==> config.mk <==
export PLATFORM = sky130hd
export DESIGN_NAME = asynchronous_fifo
export DESIGN_NICKNAME = d
export VERILOG_FILES = /design/src/rtl/asynchronous_fifo.sv
export SDC_FILE = /design/constraint.sdc
export NUM_CORES = 1
export LEC_CHECK = 0
export CORE_MARGIN = 1
export CORE_UTILIZATION = 30
export CTS_CLUSTER_SIZE = 16
export DETAILED_ROUTE_END_ITERATION = 8
export PLACE_DENSITY = 0.47
export SLEW_MARGIN = 40
export SYNTH_ARGS = -nofsm -noshare
export SYNTH_HDL_FRONTEND = slang
export SYNTH_SLANG_ARGS = --single-unit
==> constraint.sdc <==
create_clock -name w_clk -period 6.5 [get_ports w_clk]
set_input_delay 1.3 -clock w_clk [delete_from_list [all_inputs] [get_ports w_clk]]
set_output_delay 1.3 -clock w_clk [all_outputs]
set_load 0.005 [all_outputs]
==> src/rtl/asynchronous_fifo.sv <==
// Purpose     : single-clock FIFO, DEPTH x WIDTH register array addressed by wrap-bit pointers.
// Latency     : write visible to the read side one edge after acceptance; read data registered (1 edge).
// Backpressure: writes dropped while full, reads dropped while empty; full/empty are the flow-control status.
//
// Ports:
//   w_clk     single clock for both sides; all state changes on its rising edge
//   w_rst     asynchronous active-low reset (assert immediately, release on next edge)
//   w_en      write request, accepted when !full
//   r_en      read request, accepted when !empty
//   data_in   write data, captured on an accepted write
//   data_out  registered read data; holds its value when no read is accepted
//   full      DEPTH entries stored
//   empty     no entries stored
//
// Optional build macro FIFO_ERR_FLAGS_EN adds two sticky error outputs:
//   overflow  set by any edge with w_en while full
//   underflow set by any edge with r_en while empty
// Both clear only on w_rst and never influence data or pointers.

module asynchronous_fifo #(
    parameter int DEPTH = 8,
    parameter int WIDTH = 8
) (
    input  logic             w_clk,
    input  logic             w_rst,
    input  logic             w_en,
    input  logic             r_en,
    input  logic [WIDTH-1:0] data_in,
    output logic [WIDTH-1:0] data_out,
    output logic             full,
    output logic             empty
`ifdef FIFO_ERR_FLAGS_EN
    ,
    output logic             overflow,
    output logic             underflow
`endif
);

    // DEPTH must be a power of two and >= 2, so AW >= 1 and the
    // low-address slice below is always well formed.
    localparam int AW = $clog2(DEPTH);
    localparam logic [AW:0] PTR_ONE = {{AW{1'b0}}, 1'b1};

    // Pointers carry one extra wrap bit: equal pointers mean empty,
    // equal addresses with differing wrap bits mean full.
    logic [AW:0]      wptr;
    logic [AW:0]      rptr;
    logic [WIDTH-1:0] mem [DEPTH];

    logic write_ok;
    logic read_ok;

    // Flags decode straight from the registered pointers, so they reflect
    // an update in the same cycle and follow reset asynchronously.
    assign empty = (wptr == rptr);
    assign full  = (wptr[AW] != rptr[AW]) && (wptr[AW-1:0] == rptr[AW-1:0]);

    // Acceptance uses pre-edge flags. At empty a simultaneous read is
    // rejected (no bypass of data_in); at full a simultaneous write is.
    assign write_ok = w_en && !full;
    assign read_ok  = r_en && !empty;

    // Storage is deliberately not reset; stale entries are unreachable
    // because reset also equalises the pointers.
    always_ff @(posedge w_clk) begin
        if (write_ok) begin
            mem[wptr[AW-1:0]] <= data_in;
        end
    end

    always_ff @(posedge w_clk or negedge w_rst) begin
        if (!w_rst) begin
            wptr <= '0;
        end else if (write_ok) begin
            wptr <= wptr + PTR_ONE;
        end
    end

    always_ff @(posedge w_clk or negedge w_rst) begin
        if (!w_rst) begin
            rptr     <= '0;
            data_out <= '0;
        end else if (read_ok) begin
            data_out <= mem[rptr[AW-1:0]];
            rptr     <= rptr + PTR_ONE;
        end
    end

`ifdef FIFO_ERR_FLAGS_EN
    always_ff @(posedge w_clk or negedge w_rst) begin
        if (!w_rst) begin
            overflow  <= 1'b0;
            underflow <= 1'b0;
        end else begin
            if (w_en && full) begin
                overflow <= 1'b1;
            end
            if (r_en && empty) begin
                underflow <= 1'b1;
            end
        end
    end
`endif

endmodule

==> run_results.csv <==
group,metric,value,unit
clocking,cts_sinks,80,
clocking,cts_buffers,9,
hold_path,hp-class,"flop to flop",
placed_design,pre_cts_ws,3180,ps
final_layout,drive_gt1_frac,0.234,
job,max_cap_violations,0,
placed_design,gp_congestion,0.710,
timing,fmax,280,MHz
timing,fin_worst_hold_slack,495,ps
global_route,grt_pass1_vias,1778,
synthesis,yosys-top-cells-area,"edfxtp_1 (60%), dfrtp_1 (13%), mux4_2 (11%)",
global_route,overflow,0,
placed_design,io_buffers,21,
critical_path,r2r_cells,4,
timing,drv_slew,0,
critical_path,slowest_stage,"dfrtp_2",
power,leakagePower,0.00129,uW
floorplan,die_h,105,um
drt,drt_iter0_drc,65,
power,ir_drop,159,uV
synthesis,yosysTopAreaCellShare,0.602,
timing,setup_violations,0,
global_route,grt_max_degree,21,
power,power_density,452,nW/um^2
hold_path,hold_path_depth,2,
timing,hold_viol,0,
critical_path,path_cells,"xor2_1 -> or2_1 -> nor3_1 -> clkdlybuf4s50_1",
drt,drtPass1Iterations,4,
floorplan,ioPinCount,22,
timing,skew,8.72,ps
drt,dr_total_vias,1538,
drt,routed_wl,6310,um
clocking,ctsResizeCount,0,
power,seqPwrFrac,0.453,
placed_design,placed_cells,321,
power,p_total,1720,uW
synthesis,async_flop_share,0.200,
clocking,insertion_delay,350,ps
power,p_int,1170,uW
power,p_switching,545,uW
placed_design,hpwlAfterDp,4010,um
synthesis,yosysTopAreaCell,"edfxtp_1",
clocking,clk_path_buf_depth,2,
timing,fin_tns_setup,0,ps
timing,setup_slack,2930,ps
synthesis,yosysWarnings,0,
timing,min_period,3570,ps
synthesis,ys_seq_area_frac,0.728,
final_layout,syn_to_final_growth,19.2,%
synthesis,synth.net_count,182,
critical_path,crit_type,"flop to output pin",
critical_path,critical_path_required,5200,ps
power,p_clk_frac,0.233,
final_layout,nets,210,
synthesis,synthCells,168,
clocking,postCtsSetupBuffers,0,
clocking,h-tree-depth,3,
synthesis,synth_seq_cells,80,
critical_path,cp_max_fo,20,
critical_path,cp-end-kind,"output pin",
global_route,grt_antenna_before_repair,0,
synthesis,postSynthAreaPerCell,19.0,um^2
global_route,grtUsageTotal,0.130,
drt,post_drt_wl_per_cell,18.7,um
clocking,postCtsHoldBufs,0,
final_layout,antennaDiodeCount,0,
clocking,cts_root_buf,"clkbuf_8",
power,combPwrFrac,0.314,
final_layout,final_cells,337,
outcome,outcome,"completed",
drt,antenna_left,0,
synthesis,ys_types,24,
drt,post-route-drc-count,0,
floorplan,dieWidth,105,um
synthesis,synth_area,3190,um^2
critical_path,slowest_delay,700,ps
critical_path,start_kind,"flop",
timing,worstMarginPinSlew,708,ps
synthesis,synth_ff_type,"edfxtp_1",
clocking,cts_tree,"built",
floorplan,start_util,0.309,
floorplan,die-area,11100,um^2
power,p_sw_frac,0.317,
clocking,clkSlewWorstSetupHoldPaths,80,ps
floorplan,rows,37,
global_route,grt_pass1_wl,10100,um
drt,via_per_inst,4.56,
critical_path,critPathArrivalTime,2270,ps
timing,relSlewSlack,0.528,
synthesis,synth_edf_count,64,
floorplan,coreArea,10300,um^2
timing,rsz0062_at_grt,"no",
timing,min_period_over_period,0.549,
## cell usage in the layout, fill, tap and decap left out, types with 3 or more instances in the layout
cell	instances
nor2_2	5
mux2i_1	8
clkbuf_8	10
clkdlybuf4s50_1	20
dfrtp_1	15
nand2_1	9
xnor2_1	4
xor2_1	6
nor2_1	3
buf_4	4
nand2b_1	3
nor3_1	4
edfxtp_1	64
inv_1	3
mux4_2	16
o21ai_1	8
## worst max-delay path, delay by kind of cell (launching register included)
family / cells / cell delay [ps]
simple gates: 2 / 440
xor+xnor: 1 / 270
flops: 1 / 700
buf+inv: 1 / 520
## registers in the layout (all words and copies together) (netlist names)
signal,cells
mem,64
wptr,4
rptr,4
data_out,8
## metrics by stage
stage | utilization | cell area (um^2)
after floorplan | - | 3190
after global placement | 0.345 | 3560
after detailed placement | 0.346 | 3570
after CTS | 0.368 | 3790
after global routing | 0.368 | 3800
final | 0.368 | 3800
## routing by layer
metal	share of wire	GRT usage	routed length, um
met3	0.059	0.0555	372
met1	0.42	0.159	2670
met4	0.011	0.0443	71
met2	0.51	0.206	3190
met5	0	0	0
## synthesized netlist by cell type (3+ instances only)
cell,number
xnor2_1,4
dfrtp_1,16
mux2i_1,8
mux4_2,16
nor2_1,8
nand2b_1,3
nor3_1,4
o21ai_1,8
inv_1,3
xor2_1,6
buf_4,4
edfxtp_1,64
nand2_1,9
## path summary, 6_finish.rpt
check / start / end / slack, ps
max in group asynchronous: w_rst / rptr[1] / 5260
min in group asynchronous: w_rst / data_out[7] / 900
setup / recovery: rptr[1] / empty / 2930
setup reg to reg: rptr[2] / mem[5][3] / 3820
hold reg to reg: data_out[6] / data_out[6] / 500
hold / removal: data_out[6] / data_out[6] / 500
## logic make-up after synthesis
family                   count (synthesis)  synth area share
AO/OA/AOI/OAI                           10            0.0263
buffers and inverters                   11            0.0184
flip-flops                              80             0.728
multiplexers                            26             0.146
AND/OR/NAND/NOR                         28            0.0408
adder cells (fa/ha/maj)                  2           0.00784
XOR/XNOR                                11            0.0325
## power groups by stage
stage	clock (uW)	sequential, uW	combinational (uW)
after global routing	437	796	598
final	400	779	540
after CTS	413	783	552
after floorplan	0	726	410
after global placement	0	785	531
after detailed placement	0	794	548
## final cells by class
class                      count  area [um^2]
clock inverter                 5         81.3
multi-input combinational     77          840
sequential                    80         2320
tap                          136          170
clock buffer                  11          141
fill                         972         6520
timing repair buffer          25          235
inverter                       3         11.3
No activity file was read; power rests on OpenSTA's default activity.
